$ cat config.mk
export PLATFORM = sky130hd
export DESIGN_NAME = pipe_stall_ctrl_flat
export DESIGN_NICKNAME = d
export VERILOG_FILES = /design/src/rtl/pipe_ctrl_pkg.sv /design/src/rtl/pipe_stall_ctrl_if.sv /design/src/rtl/load_use_detect.sv /design/src/rtl/pipe_stall_ctrl.sv /design/src/flat_wrapper.sv
export SDC_FILE = /design/constraint.sdc
export NUM_CORES = 1
export LEC_CHECK = 0
export BUFFER_PORTS_ARGS = -buffer_cell sky130_fd_sc_hd__buf_2
export CAP_MARGIN = 20
export CELL_PAD_IN_SITES_DETAIL_PLACEMENT = 0
export CELL_PAD_IN_SITES_GLOBAL_PLACEMENT = 2
export CORE_MARGIN = 2
export CORE_UTILIZATION = 25
export CTS_CLUSTER_DIAMETER = 200
export DETAILED_ROUTE_END_ITERATION = 10
export GPL_TIMING_DRIVEN = 1
export PLACE_DENSITY = 0.83
export SYNTH_ARGS = -nofsm -noshare
export SYNTH_HDL_FRONTEND = slang
export SYNTH_HIERARCHICAL = 1
export SYNTH_SLANG_ARGS = --single-unit
$ cat constraint.sdc
create_clock -name clk -period 2 [get_ports clk]
set_clock_uncertainty 0.05 [all_clocks]
set_input_delay 0.3 -clock clk [delete_from_list [all_inputs] [get_ports clk]]
set_output_delay 0.3 -clock clk [all_outputs]
set_load 0.1 [all_outputs]
$ cat src/rtl/pipe_ctrl_pkg.sv
// Shared types and constants for the pipeline stall controller.
package pipe_ctrl_pkg;

  typedef enum logic {
    RUN     = 1'b0,
    MC_BUSY = 1'b1
  } state_e;

  localparam logic [4:0]  REG_ZERO   = 5'd0;
  localparam int unsigned MC_LAT_MIN = 2;

endpackage

$ cat src/rtl/pipe_stall_ctrl_if.sv
// Datapath <-> stall controller bundle. The perf-counter outputs exist only with
// STALL_PERF_CNT_EN defined.
interface pipe_stall_ctrl_if;
  logic [4:0] i_id_rs;
  logic [4:0] i_id_rt;
  logic       i_id_uses_rt;
  logic       i_ex_mem_read;
  logic [4:0] i_ex_rt;
  logic       i_br_taken;
  logic       i_mc_start;
  logic       i_mem_wait;
  logic       o_pc_we;
  logic       o_ifid_we;
  logic       o_idex_we;
  logic       o_exmem_we;
  logic       o_memwb_we;
  logic       o_ifid_flush;
  logic       o_idex_bubble;
  logic       o_exmem_bubble;
`ifdef STALL_PERF_CNT_EN
  logic [31:0] o_stall_cycles;
  logic [15:0] o_flush_count;
`endif

  modport master (
    output i_id_rs, i_id_rt, i_id_uses_rt, i_ex_mem_read, i_ex_rt,
    output i_br_taken, i_mc_start, i_mem_wait,
    input  o_pc_we, o_ifid_we, o_idex_we, o_exmem_we, o_memwb_we,
    input  o_ifid_flush, o_idex_bubble, o_exmem_bubble
`ifdef STALL_PERF_CNT_EN
    , input o_stall_cycles, o_flush_count
`endif
  );

  modport slave (
    input  i_id_rs, i_id_rt, i_id_uses_rt, i_ex_mem_read, i_ex_rt,
    input  i_br_taken, i_mc_start, i_mem_wait,
    output o_pc_we, o_ifid_we, o_idex_we, o_exmem_we, o_memwb_we,
    output o_ifid_flush, o_idex_bubble, o_exmem_bubble
`ifdef STALL_PERF_CNT_EN
    , output o_stall_cycles, o_flush_count
`endif
  );

endinterface

$ cat src/rtl/load_use_detect.sv
// Combinational load-use hazard compare; shared with the forwarding unit.
module load_use_detect
  import pipe_ctrl_pkg::*;
(
  input  logic       i_ex_mem_read,
  input  logic [4:0] i_ex_rt,
  input  logic [4:0] i_id_rs,
  input  logic [4:0] i_id_rt,
  input  logic       i_id_uses_rt,
  output logic       o_load_use
);

  // r0 is hardwired zero, so a load targeting it never creates a dependency.
  assign o_load_use = i_ex_mem_read && (i_ex_rt != REG_ZERO) &&
                      ((i_ex_rt == i_id_rs) || (i_id_uses_rt && (i_ex_rt == i_id_rt)));

endmodule

$ cat src/rtl/pipe_stall_ctrl.sv
// Pipeline write-enable / bubble sequencer. Optional perf counters under the
// STALL_PERF_CNT_EN macro.
module pipe_stall_ctrl
  import pipe_ctrl_pkg::*;
#(
  parameter int unsigned MC_LAT = 4,
  parameter int unsigned CNT_W  = 8
) (
  input logic              clk,
  input logic              rst,
  pipe_stall_ctrl_if.slave bus
);

  state_e           r_state, w_state_nxt;
  logic [CNT_W-1:0] r_cnt, w_cnt_nxt;
  logic             w_load_use;
  logic             w_pc_we, w_ifid_we, w_idex_we, w_exmem_we, w_memwb_we;
  logic             w_ifid_flush, w_idex_bubble, w_exmem_bubble;

  load_use_detect u_load_use (
    .i_ex_mem_read (bus.i_ex_mem_read),
    .i_ex_rt       (bus.i_ex_rt),
    .i_id_rs       (bus.i_id_rs),
    .i_id_rt       (bus.i_id_rt),
    .i_id_uses_rt  (bus.i_id_uses_rt),
    .o_load_use    (w_load_use)
  );

  always_ff @(posedge clk or posedge rst) begin
    if (rst) begin
      r_state <= RUN;
      r_cnt   <= '0;
    end else begin
      r_state <= w_state_nxt;
      r_cnt   <= w_cnt_nxt;
    end
  end

  always_comb begin
    w_state_nxt    = r_state;
    w_cnt_nxt      = r_cnt;
    w_pc_we        = 1'b1;
    w_ifid_we      = 1'b1;
    w_idex_we      = 1'b1;
    w_exmem_we     = 1'b1;
    w_memwb_we     = 1'b1;
    w_ifid_flush   = 1'b0;
    w_idex_bubble  = 1'b0;
    w_exmem_bubble = 1'b0;
    if (rst) begin
      {w_pc_we, w_ifid_we, w_idex_we, w_exmem_we, w_memwb_we} = '0;
    end else if (bus.i_mem_wait) begin
      // Frozen pipe still ages the multi-cycle op; exit waits for mem_wait to drop.
      {w_pc_we, w_ifid_we, w_idex_we, w_exmem_we, w_memwb_we} = '0;
      if (r_cnt != '0) w_cnt_nxt = r_cnt - CNT_W'(1);
    end else if ((r_state == MC_BUSY) && (r_cnt != '0)) begin
      {w_pc_we, w_ifid_we, w_idex_we} = '0;
      w_exmem_bubble = 1'b1;
      w_cnt_nxt      = r_cnt - CNT_W'(1);
    end else if ((r_state == RUN) && bus.i_mc_start) begin
      {w_pc_we, w_ifid_we, w_idex_we} = '0;
      w_exmem_bubble = 1'b1;
      w_cnt_nxt      = CNT_W'(MC_LAT - MC_LAT_MIN);
      w_state_nxt    = MC_BUSY;
    end else begin
      w_state_nxt = RUN;
      // A load-use stall suppresses the branch; it is re-evaluated next cycle.
      if (w_load_use) begin
        w_pc_we       = 1'b0;
        w_ifid_we     = 1'b0;
        w_idex_bubble = 1'b1;
      end else if (bus.i_br_taken) begin
        w_ifid_flush = 1'b1;
      end
    end
  end

  assign bus.o_pc_we        = w_pc_we;
  assign bus.o_ifid_we      = w_ifid_we;
  assign bus.o_idex_we      = w_idex_we;
  assign bus.o_exmem_we     = w_exmem_we;
  assign bus.o_memwb_we     = w_memwb_we;
  assign bus.o_ifid_flush   = w_ifid_flush;
  assign bus.o_idex_bubble  = w_idex_bubble;
  assign bus.o_exmem_bubble = w_exmem_bubble;

`ifdef STALL_PERF_CNT_EN
  logic [31:0] r_stall_cycles;
  logic [15:0] r_flush_count;

  always_ff @(posedge clk or posedge rst) begin
    if (rst) begin
      r_stall_cycles <= '0;
      r_flush_count  <= '0;
    end else begin
      if (!w_pc_we && (r_stall_cycles != '1)) r_stall_cycles <= r_stall_cycles + 32'd1;
      if (w_ifid_flush && (r_flush_count != '1)) r_flush_count <= r_flush_count + 16'd1;
    end
  end

  assign bus.o_stall_cycles = r_stall_cycles;
  assign bus.o_flush_count  = r_flush_count;
`endif

endmodule

$ cat src/flat_wrapper.sv
// flat-port wrapper written by rule: the top's interface ports become plain ports
module pipe_stall_ctrl_flat import pipe_ctrl_pkg::*;
#(
  parameter int unsigned MC_LAT = 4,
  parameter int unsigned CNT_W  = 8
)
  (clk, rst, bus_i_id_rs, bus_i_id_rt, bus_i_id_uses_rt, bus_i_ex_mem_read, bus_i_ex_rt, bus_i_br_taken, bus_i_mc_start, bus_i_mem_wait, bus_o_pc_we, bus_o_ifid_we, bus_o_idex_we, bus_o_exmem_we, bus_o_memwb_we, bus_o_ifid_flush, bus_o_idex_bubble, bus_o_exmem_bubble);
  pipe_stall_ctrl_if bus_i ();
  input logic clk;
  input logic rst;
  input wire logic [$bits(bus_i.i_id_rs)-1:0] bus_i_id_rs;
  input wire logic [$bits(bus_i.i_id_rt)-1:0] bus_i_id_rt;
  input wire logic [$bits(bus_i.i_id_uses_rt)-1:0] bus_i_id_uses_rt;
  input wire logic [$bits(bus_i.i_ex_mem_read)-1:0] bus_i_ex_mem_read;
  input wire logic [$bits(bus_i.i_ex_rt)-1:0] bus_i_ex_rt;
  input wire logic [$bits(bus_i.i_br_taken)-1:0] bus_i_br_taken;
  input wire logic [$bits(bus_i.i_mc_start)-1:0] bus_i_mc_start;
  input wire logic [$bits(bus_i.i_mem_wait)-1:0] bus_i_mem_wait;
  output wire logic [$bits(bus_i.o_pc_we)-1:0] bus_o_pc_we;
  output wire logic [$bits(bus_i.o_ifid_we)-1:0] bus_o_ifid_we;
  output wire logic [$bits(bus_i.o_idex_we)-1:0] bus_o_idex_we;
  output wire logic [$bits(bus_i.o_exmem_we)-1:0] bus_o_exmem_we;
  output wire logic [$bits(bus_i.o_memwb_we)-1:0] bus_o_memwb_we;
  output wire logic [$bits(bus_i.o_ifid_flush)-1:0] bus_o_ifid_flush;
  output wire logic [$bits(bus_i.o_idex_bubble)-1:0] bus_o_idex_bubble;
  output wire logic [$bits(bus_i.o_exmem_bubble)-1:0] bus_o_exmem_bubble;
  assign bus_i.i_id_rs = bus_i_id_rs;
  assign bus_i.i_id_rt = bus_i_id_rt;
  assign bus_i.i_id_uses_rt = bus_i_id_uses_rt;
  assign bus_i.i_ex_mem_read = bus_i_ex_mem_read;
  assign bus_i.i_ex_rt = bus_i_ex_rt;
  assign bus_i.i_br_taken = bus_i_br_taken;
  assign bus_i.i_mc_start = bus_i_mc_start;
  assign bus_i.i_mem_wait = bus_i_mem_wait;
  assign bus_o_pc_we = bus_i.o_pc_we;
  assign bus_o_ifid_we = bus_i.o_ifid_we;
  assign bus_o_idex_we = bus_i.o_idex_we;
  assign bus_o_exmem_we = bus_i.o_exmem_we;
  assign bus_o_memwb_we = bus_i.o_memwb_we;
  assign bus_o_ifid_flush = bus_i.o_ifid_flush;
  assign bus_o_idex_bubble = bus_i.o_idex_bubble;
  assign bus_o_exmem_bubble = bus_i.o_exmem_bubble;
  pipe_stall_ctrl #(.MC_LAT(MC_LAT), .CNT_W(CNT_W)) u_core (.clk(clk), .rst(rst), .bus(bus_i));
endmodule
==> metrics.yaml, run 1 <==
cp.required_ns: 1.65
fin_crit_ns: 2.37
clockRootBuffer: "clkbuf_4"
viasPerCell: 4.88
post-route-period-util_pct: 118
max-vdd-ir-drop_v: 0.000793
holdCritPathClass: "input pin to flop"
clk_path_buf_depth: 2
ant_nets: 0
finalHoldWorstSlack_ns: 0.309
clk_pin_slew_ns: 0.07
hold_viol: 0
r2r-start: "u_core/r_cnt[3]"
synth_top_cell_by_area: "dfrtp_1"
outcome: "finished, violations left"
fin_ws_ns: -0.367
fmax_mhz: 423
core-area_um2: 2780
p_leak_nw: 0.554
gp_congestion: 0.799
firstDrtPassIters: 4
area_delta_synth_final_pct: 71.9
overflow: 0
ys_seq_area_share_pct: 30.7
yosysMostFrequentCell: "dfrtp_1"
ff2ff_path_depth: 5
drive_gt1_share_pct: 51.4
crit_fanout: 3
grt_usage_pct: 13.5
synth-seq-cells: 9
synth_commonest_cells: "dfrtp_1 (9), nand2_1 (7), xor2_1 (7)"
numCtsBuffers: 3
die_w_um: 58.2
worst-r2r-setup-slack_ns: 0.06
fillCellCount: 273
synth-main-ff-cell: "dfrtp_1"
cp.arrival_ns: 2.02
place_area_um2: 1170
r2r-end: "u_core/r_cnt[7]"
min_to: "u_core/r_state"
fin_nets: 163
cpMostUsedCell: "nor3b_4"
synth_edf_count: 0
grt_max_degree: 9
holdPathStages: 3
grt_setup_unrepaired: "true"
synth_cell_types: 28
min_from: "bus_i_mem_wait"
critPathKind: "flop to output pin"
dp_hpwl_mm: 1.65
wl_per_cell_um: 11.9
synth_area_um2: 734
worstSetupEndpointType: "output pin"
tightest_slew_ns: 0.483
syn_avg_cell_area_um2: 8.35
slew_headroom_pct: 68.0
clkLatencyLatePin_ns: 0.27
drv_cap: 0
drc: 0
syn_inst: 88
portBuffers: 29
crit_chain: "inv_2, ha_4, nor3b_4, a31oi_2, or3_4, nor3b_4, buf_12"
violations: "negative setup slack"
power_density_nw_per_um2: 906
antenna_found_initial: 0
htreeDepth: 1
slowest_delay_ns: 0.39
cts_tree: "built"
drtIter0Drc: 14
ioPinCount: 30
vias: 825
cp-start-kind: "flop"
fp.dieH_um: 58.2
n_antenna_cell: 0
report.final.slew_viol_count: 0
fp-row-count: 19
grt_pass1_wl_mm: 3.62
design.die.area_um2: 3390
ys_warn_count: 6
cts_sinks: 9
initial_utilization_pct: 26.4
fin_area_um2: 1260
syn-num-nets: 112
async_flop_share_pct: 100
setup_viol: 6
cp_slowest_cell: "dfrtp_1"
synth_top_area_share_pct: 30.7
synth_area_leaders: "dfrtp_1 (31%), xor2_1 (8.3%), mux2i_1 (4.1%), nand3_1 (4.1%), nand2_1 (3.6%)"
drt-total-wl_mm: 2.02
grt_pass1_vias: 866
## registers in the layout, indices dropped and copies added, names as in the netlist
name            count
u_core/r_cnt        8
u_core/r_state      1
## area by class of cell
type / instances / area, um^2 / area share [%]
inverter: 6 / 26.3 / 2.08
timing repair buffer: 49 / 392 / 31.0
tap: 31 / 38.8 / 3.07
clock buffer: 4 / 26.3 / 2.08
multi-input combinational: 70 / 553 / 43.8
sequential: 9 / 226 / 17.9
## cell families after synthesis
family	count (synthesis)	synth area share [%]
DFF	9	30.7
adders and majority gates	2	3.41
AOI/OAI and AO/OA	14	11.8
and+or+nand+nor	41	32.0
xor gates and xnor gates	10	11.9
buffers and inverters	9	6.13
muxes	3	4.09
## power breakdown
part | switching (mW) | internal [mW]
Combinational | 0.302 | 0.325
Clock | 0.0726 | 0.0773
Sequential | 0.101 | 0.266
Total | 0.475 | 0.669
## stage by stage
| step | utilization, % | cells | power (mW) | setup WS, ns | TNS, ns |
|---|---|---|---|---|---|
| 6_report | 45.4 | 169 | 1.14 | -0.367 | -1.63 |
| 5_1_grt | 45.4 | 169 | 1.24 | -0.482 | -2.26 |
| 4_1_cts | 44.3 | 170 | 1.12 | -0.381 | -1.98 |
| 3_5_place_dp | 41.9 | 162 | 0.923 | -0.102 | -0.300 |
| 3_3_place_gp | 41.9 | 162 | 0.905 | -0.0607 | -0.125 |
| 2_1_floorplan | - | 88 | 0.675 | -0.462 | -1.42 |
## metal layers
layer | part of all wire (%) | up-vias | track usage (%)
li1 | - | 412 | -
met1 | 43 | 377 | 16.5
met2 | 48 | 33 | 23.4
met3 | 7.9 | 3 | 2.68
met4 | 1.1 | 0 | 4.98
met5 | 0 | - | 0
## placed cells by master (no fill, tap or decap), drive strengths merged, types with 2 or more instances in the layout
master,count
a211oi,2
a21oi,2
a31oi,2
and2,2
buf,48
clkbuf,4
dfrtp,9
ha,2
inv,5
mux2i,3
nand2,7
nand3,6
nor2,6
nor3,2
nor3b,3
nor4,2
o21ai,5
or2,3
or3,4
or4,3
xnor2,3
xor2,7
## worst max path at each step
| stage | from | endpoint |
|---|---|---|
| 3_5_place_dp | u_core/r_cnt[0] | bus_o_ifid_flush |
| 4_1_cts | u_core/r_cnt[0] | bus_o_ifid_flush |
| 5_1_grt | u_core/r_cnt[0] | bus_o_ifid_flush |
| 3_3_place_gp | u_core/r_cnt[4] | bus_o_ifid_flush |
| 6_report | u_core/r_cnt[0] | bus_o_ifid_flush |
| 2_1_floorplan | u_core/r_cnt[0] | bus_o_ifid_flush |
## repair_timing
| item | in CTS | in global routing |
|---|---|---|
| gates cloned | 0 | 0 |
| buffers inserted | 3 | 2 |
| hold endpoints to repair | 3 | 0 |
| gates resized for setup | 2 | 9 |
| pin swaps | 0 | 1 |
| endpoints found under the setup margin | 6 | 10 |
| hold buffers | 1 | 0 |
## critical path, delay by kind of cell, from the launching register on
kind,cells,cell delay (ns)
simple gates,3,0.82
fa+ha+maj,1,0.13
buf+inv,2,0.28
compound gates,1,0.12
flops,1,0.39
(Power assumes the default switching activity.)
==> run 2: changes to the inputs <==
clock period = 2.3 ns   (was 2 ns; I/O delays follow)
==> run 2 against run 1 <==
The run still ends with negative setup slack left; utilization is 4.5 points lower; hold slack got worse by 0.22 ns; critical path depth unchanged; final cell count decreased by 7.7%; clock power is 17% lower; via count is 5.7% lower; wire length decreased by 7.6%; critical endpoint unchanged; highest routed layer is now met3.
==> metrics.yaml, run 2 (synthesized netlist as in run 1, its figures left out) <==
fin_ws_ns: -0.128  # was -0.367 ns
p_leak_nw: 0.493  # was 0.554 nW
cp_slowest_cell: "dfrtp_1"  # unchanged
finalHoldWorstSlack_ns: 0.0923  # was 0.309 ns
crit_chain: "inv_2, ha_4, nor3b_4, a31oi_1, or3_4, nor3b_4, buf_12"  # was inv_2, ha_4, nor3b_4, a31oi_2, or3_4, nor3b_4, buf_12
holdCritPathClass: "input pin to async pin"  # was input pin to flop
crit_family: "simple AND/OR/NAND/NOR gates"  # unchanged
cts_sinks: 9  # unchanged
setup_viol: 5  # was 6
die_w_um: 58.2  # unchanged
viasPerCell: 4.99  # was 4.88
report.final.slew_viol_count: 0  # unchanged
fp-row-count: 19  # unchanged
clkPwrFrac_pct: 14.0  # was 13.1%
power_density_nw_per_um2: 778  # was 906 nW/um^2
critPathKind: "flop to output pin"  # unchanged
hold_viol: 0  # unchanged
violations: "negative setup slack"  # unchanged
initial_utilization_pct: 26.4  # unchanged
area_delta_synth_final_pct: 54.7  # was 71.9%
swShare_pct: 43.6  # was 41.5%
drv_cap: 0  # unchanged
drtIter0Drc: 29  # was 14
drc: 0  # unchanged
path_buf_inv: 2  # unchanged
crit_fanout: 4  # was 3
cp-start-kind: "flop"  # unchanged
grt_usage_pct: 11.5  # was 13.5%
outcome: "finished, violations left"  # unchanged
overflow: 0  # unchanged
dp_hpwl_mm: 1.50  # was 1.65 mm
utilization_pct: 40.8  # was 45.4%
intPower_uw: 498  # was 669 uW
fin_crit_ns: 2.43
fmax_mhz: 412
largestRegisters: "u_core/r_cnt x8, u_core/r_state x1"  # unchanged
slowest_delay_ns: 0.41  # was 0.39 ns
fin_nets: 150  # was 163
grt_setup_unrepaired: "true"  # unchanged
antenna_found_initial: 0  # unchanged
clk_path_buf_depth: 2  # unchanged
cp.arrival_ns: 2.03  # was 2.02 ns
tightest_slew_ns: 0.485  # was 0.483 ns
post-route-period-util_pct: 106
largest_reg_flops: 8  # unchanged
cp.required_ns: 1.90  # was 1.65 ns
grt_pass1_wl_mm: 3.03  # was 3.62 mm
grt_max_degree: 13  # was 9
htreeDepth: 1  # unchanged
cts_tree: "built"  # unchanged
slew_headroom_pct: 67.9  # was 68.0%
gp_congestion: 0.774  # was 0.799
power.share.combinational_pct: 49.1  # was 54.8%
wl_per_cell_um: 11.9  # about the same
drt-total-wl_mm: 1.86  # was 2.02 mm
most-common-layout-cells: "buf_2 (23), dfrtp_1 (9), nand2_1 (7), xor2_1 (7)"  # was buf_2 (23), buf_4 (18), dfrtp_1 (8), nand2_1 (7), xor2_1 (7)
cpMostUsedCell: "nor3b_4"  # unchanged
numCtsBuffers: 3  # unchanged
drive_gt1_share_pct: 44.8  # was 51.4%
post-place-ws_ns: 0.121  # was -0.102 ns
final_common_cell: "buf_2"  # unchanged
clkLatencyLatePin_ns: 0.26  # was 0.27 ns
fin_area_um2: 1140  # was 1260 um^2
ant_nets: 0  # unchanged
p_seq_share_pct: 36.9  # was 32.1%
core-area_um2: 2780  # unchanged
ioPinCount: 30  # unchanged
clockRootBuffer: "clkbuf_4"  # unchanged
worstSetupEndpointType: "output pin"  # unchanged
fp.dieH_um: 58.2  # unchanged
firstDrtPassIters: 4  # unchanged
max-vdd-ir-drop_v: 0.000516  # was 0.000793 V
power_switching_uw: 385  # was 475 uW
grt_pass1_vias: 719  # was 866
n_antenna_cell: 0  # unchanged
portBuffers: 29  # unchanged
place_area_um2: 1070  # was 1170 um^2
clk_pin_slew_ns: 0.06  # was 0.07 ns
vias: 778  # was 825
top_register: "u_core/r_cnt"  # unchanged
design.die.area_um2: 3390  # unchanged
[run 2: power by group through the flow]
stage               registers [mW]  logic (mW)  clock network (mW)
floorplan                    0.303       0.284                   0
global placement             0.314       0.388                   0
detailed placement           0.318       0.393                   0
CTS                          0.323       0.432               0.131
global route                 0.336       0.480               0.136
finish                       0.326       0.434               0.124
[run 2: layout make-up]
cell class | count | area [um^2]
Clock inverter | 1 | 5.00
Fill cell | 277 | 1650
Multi-Input combinational cell | 70 | 527
Sequential cell | 9 | 225
Timing Repair Buffer | 36 | 292
Inverter | 6 | 26.3
Tap cell | 31 | 38.8
Clock buffer | 3 | 22.5
[run 2: what timing repair did]
action                     CTS  global route
pin swaps                    2             0
setup endpoints to repair    5             5
hold buffers                 0             0
buffers inserted             1             1
gates resized for setup      5             1
[run 2: per-stage QoR]
stage                     total power, mW  std cells  TNS [ns]
after floorplan                     0.587         88    -0.495
after global placement              0.702        150         0
after detailed placement            0.711        150         0
after CTS                           0.886        155    -0.416
after global routing                0.952        156    -0.839
final                               0.883        156    -0.396
[run 2: final timing paths]
path / to / cells past startpoint / from / slack [ns]
min in group clk: u_core/r_state / 3 / bus_i_mem_wait / 0.33
max in group asynchronous: u_core/r_cnt[1] / 3 / rst / 1.97
worst max register to register: u_core/r_cnt[6] / 6 / u_core/r_cnt[0] / 0.37
worst min register to register: u_core/r_cnt[0] / 1 / u_core/r_cnt[0] / 0.47
worst min-delay path: u_core/r_state / 3 / rst / 0.09
worst max-delay path: bus_o_ifid_flush / 7 / u_core/r_cnt[0] / -0.13
[run 2: worst register-to-register path, stage by stage (launching register included)]
cell,delay [ns]
dfrtp_1,0.39
inv_2,0.07
ha_4,0.16
nor3b_4,0.15
a211o_1,0.45
or4_1,0.54
nand2_1,0.07
[run 2: metal layers]
| layer | vias up | track usage, % | wire (um) |
|---|---|---|---|
| li1 | 387 | - | - |
| met1 | 357 | 13.7 | 837 |
| met2 | 34 | 20.0 | 841 |
| met3 | 0 | 4.02 | 183 |
| met4 | 0 | 1.99 | 0 |
| met5 | - | 0 | 0 |
==> run 3: changes to the inputs <==
CORE_UTILIZATION = 27   (was 25)
CTS_BUF_LIST = sky130_fd_sc_hd__clkbuf_8   (was default)
PLACE_DENSITY = 0.88   (was 0.83)
SETUP_SLACK_MARGIN = 0.5   (was default)
==> run 3 against run 2 <==
The flow still finishes with violations (negative setup slack); sequential power down 1%; first-iteration DRC count down 76%; setup slack better by 0.046 ns; final area up 6.3%; critical path depth unchanged; combinational power up 19%; via count up 4.4%.
==> metrics.yaml, run 3 (synthesized netlist as in run 1, its figures left out) <==
fp.dieH_um: 56.2  # was 58.2 um
drt-total-wl_mm: 2.00  # was 1.86 mm
cp-start-kind: "flop"  # unchanged
crit_family: "simple AND/OR/NAND/NOR gates"  # unchanged
postCtsHoldBufs: 0  # unchanged
clockRootBuffer: "clkbuf_8"  # was clkbuf_4
drc: 0  # unchanged
holdCritPathClass: "input pin to async pin"  # unchanged
cp_slowest_cell: "dfrtp_1"  # unchanged
most-common-layout-cells: "buf_2 (23), buf_4 (11), dfrtp_1 (8), nand2_1 (7), xor2_1 (7)"  # was buf_2 (23), dfrtp_1 (9), nand2_1 (7), xor2_1 (7)
tightest_slew_ns: 0.483  # was 0.485 ns
largest_reg_flops: 8  # unchanged
firstDrtPassIters: 4  # unchanged
fp-row-count: 18  # was 19
cts_tree: "built"  # unchanged
n_antenna_cell: 0  # unchanged
core-area_um2: 2520  # was 2780 um^2
intPower_uw: 605  # was 498 uW
die_w_um: 56.2  # was 58.2 um
power_density_nw_per_um2: 847  # was 778 nW/um^2
fin_ws_ns: -0.0822  # was -0.128 ns
worstSetupEndpointType: "output pin"  # unchanged
cts_sinks: 9  # unchanged
numCtsBuffers: 3  # unchanged
setup_viol: 5  # unchanged
initial_utilization_pct: 29.1  # was 26.4%
grt_usage_pct: 12.9  # was 11.5%
crit_fanout: 3  # was 4
p_seq_share_pct: 31.5  # was 36.9%
post-route-period-util_pct: 104  # was 106%
cpMostUsedCell: "nor3b_4"  # unchanged
grt_pass1_wl_mm: 3.19  # was 3.03 mm
htreeDepth: 1  # unchanged
slew_headroom_pct: 68.0  # was 67.9%
ff2ff_path_depth: 5  # was 6
slowest_delay_ns: 0.39  # was 0.41 ns
overflow: 0  # unchanged
wl_per_cell_um: 12.5  # was 11.9 um
largestRegisters: "u_core/r_cnt x8, u_core/r_state x1"  # unchanged
ioPinCount: 30  # unchanged
crit_chain: "inv_2, ha_4, nor3b_4, a31oi_1, or3_4, nor3b_4, buf_12"  # unchanged
swShare_pct: 40.8  # was 43.6%
design.die.area_um2: 3150  # was 3390 um^2
report.final.slew_viol_count: 0  # unchanged
fin_nets: 155  # was 150
critPathKind: "flop to output pin"  # unchanged
viasPerCell: 5.08  # was 4.99
path_buf_inv: 2  # unchanged
violations: "negative setup slack"  # unchanged
grt_pass1_vias: 789  # was 719
cp.arrival_ns: 1.99  # was 2.03 ns
clkLatencyLatePin_ns: 0.24  # was 0.26 ns
fillCellCount: 240  # was 277
fmax_mhz: 420  # was 412 MHz
vias: 812  # was 778
power_switching_uw: 417  # was 385 uW
cp.required_ns: 1.90  # about the same
clkPwrFrac_pct: 17.9  # was 14.0%
setup-tns-final_ns: -0.184  # was -0.396 ns
utilization_pct: 47.9  # was 40.8%
worst-path-stages: 7  # unchanged
area_delta_synth_final_pct: 64.4  # was 54.7%
drtIter0Drc: 7  # was 29
grt_max_degree: 13  # unchanged
fin_crit_ns: 2.38  # was 2.43 ns
top_register: "u_core/r_cnt"  # unchanged
final_common_cell: "buf_2"  # unchanged
clk_pin_slew_ns: 0.05  # was 0.06 ns
portBuffers: 29  # unchanged
ant_nets: 0  # unchanged
drv_cap: 0  # unchanged
grt_setup_unrepaired: "true"  # unchanged
power.share.combinational_pct: 50.6  # was 49.1%
hold_viol: 0  # unchanged
outcome: "finished, violations left"  # unchanged
gp_congestion: 0.838  # was 0.774
clk_path_buf_depth: 2  # unchanged
dp_hpwl_mm: 1.39  # was 1.50 mm
drive_gt1_share_pct: 49.2  # was 44.8%
max-vdd-ir-drop_v: 0.000528  # was 0.000516 V
antenna_found_initial: 0  # unchanged
p_leak_nw: 0.527  # was 0.493 nW
## run 3: changes by cell type in the layout (fill, tap and decap cells not counted), moves of 2 or more
cell      change
a211oi_1      -2
a211oi_2      +2
buf_4         +5
clkbuf_4      -3
clkbuf_8      +3
## run 3: routing by layer
layer / vias up / wire length (um) / GRT usage [%]
li1: 397 / - / -
met1: 376 / 853 / 15.0
met2: 37 / 938 / 19.3
met3: 2 / 204 / 5.35
met4: 0 / 8 / 8.16
met5: - / 0 / 0
## run 3: repair_timing
item,CTS,global route
hold endpoints to repair,0,0
endpoints found under the setup margin,11,11
pin swaps,0,2
resized for setup,10,4
setup buffers,5,3
## run 3: stage by stage
| step | setup slack (ns) | cell area, um^2 | hold slack, ns | power, mW | std cells |
|---|---|---|---|---|---|
| 2_1_floorplan | -0.207 | 800 | 0.137 | 0.587 | 88 |
| 3_3_place_gp | 0.155 | 1050 | 0.384 | 0.688 | 148 |
| 3_5_place_dp | 0.133 | 1050 | 0.380 | 0.697 | 148 |
| 4_1_cts | -0.0618 | 1170 | 0.128 | 0.959 | 157 |
| 5_1_grt | -0.140 | 1210 | 0.174 | 1.09 | 160 |
| 6_report | -0.0822 | 1210 | 0.128 | 1.02 | 160 |
## run 3: area by class of cell
| class | count | area [um^2] | share of cell area (%) |
|---|---|---|---|
| tap | 30 | 37.5 | 3.11 |
| timing repair buffer | 41 | 329 | 27.3 |
| clock buffer | 3 | 41.3 | 3.42 |
| sequential | 9 | 226 | 18.8 |
| multi-input combinational | 70 | 543 | 45.0 |
| inverter | 6 | 26.3 | 2.18 |
| clock inverter | 1 | 3.75 | 0.311 |
## run 3: final timing paths
check	startpoint	endpoint	slack, ns
hold reg to reg	u_core/r_cnt[7]	u_core/r_cnt[7]	0.54
min in group clk	bus_i_mem_wait	u_core/r_state	0.40
hold / removal	rst	u_core/r_cnt[6]	0.13
setup reg to reg	u_core/r_cnt[2]	u_core/r_cnt[7]	0.35
max in group asynchronous	rst	u_core/r_cnt[4]	1.92
setup / recovery	u_core/r_cnt[0]	bus_o_ifid_flush	-0.08
## run 3: power by group through the flow
stage | clock network, mW | logic [mW] | registers, mW
global route | 0.198 | 0.560 | 0.331
floorplan | 0 | 0.284 | 0.303
detailed placement | 0 | 0.384 | 0.313
finish | 0.183 | 0.518 | 0.322
global placement | 0 | 0.378 | 0.310
CTS | 0.189 | 0.454 | 0.315
## run 3: worst reg2reg max path, cell delays in order (launching register included)
cell     delay, ns
dfrtp_1       0.40
buf_4         0.17
or3_1         0.35
or4_1         0.51
or3_1         0.31
o21ai_1       0.08
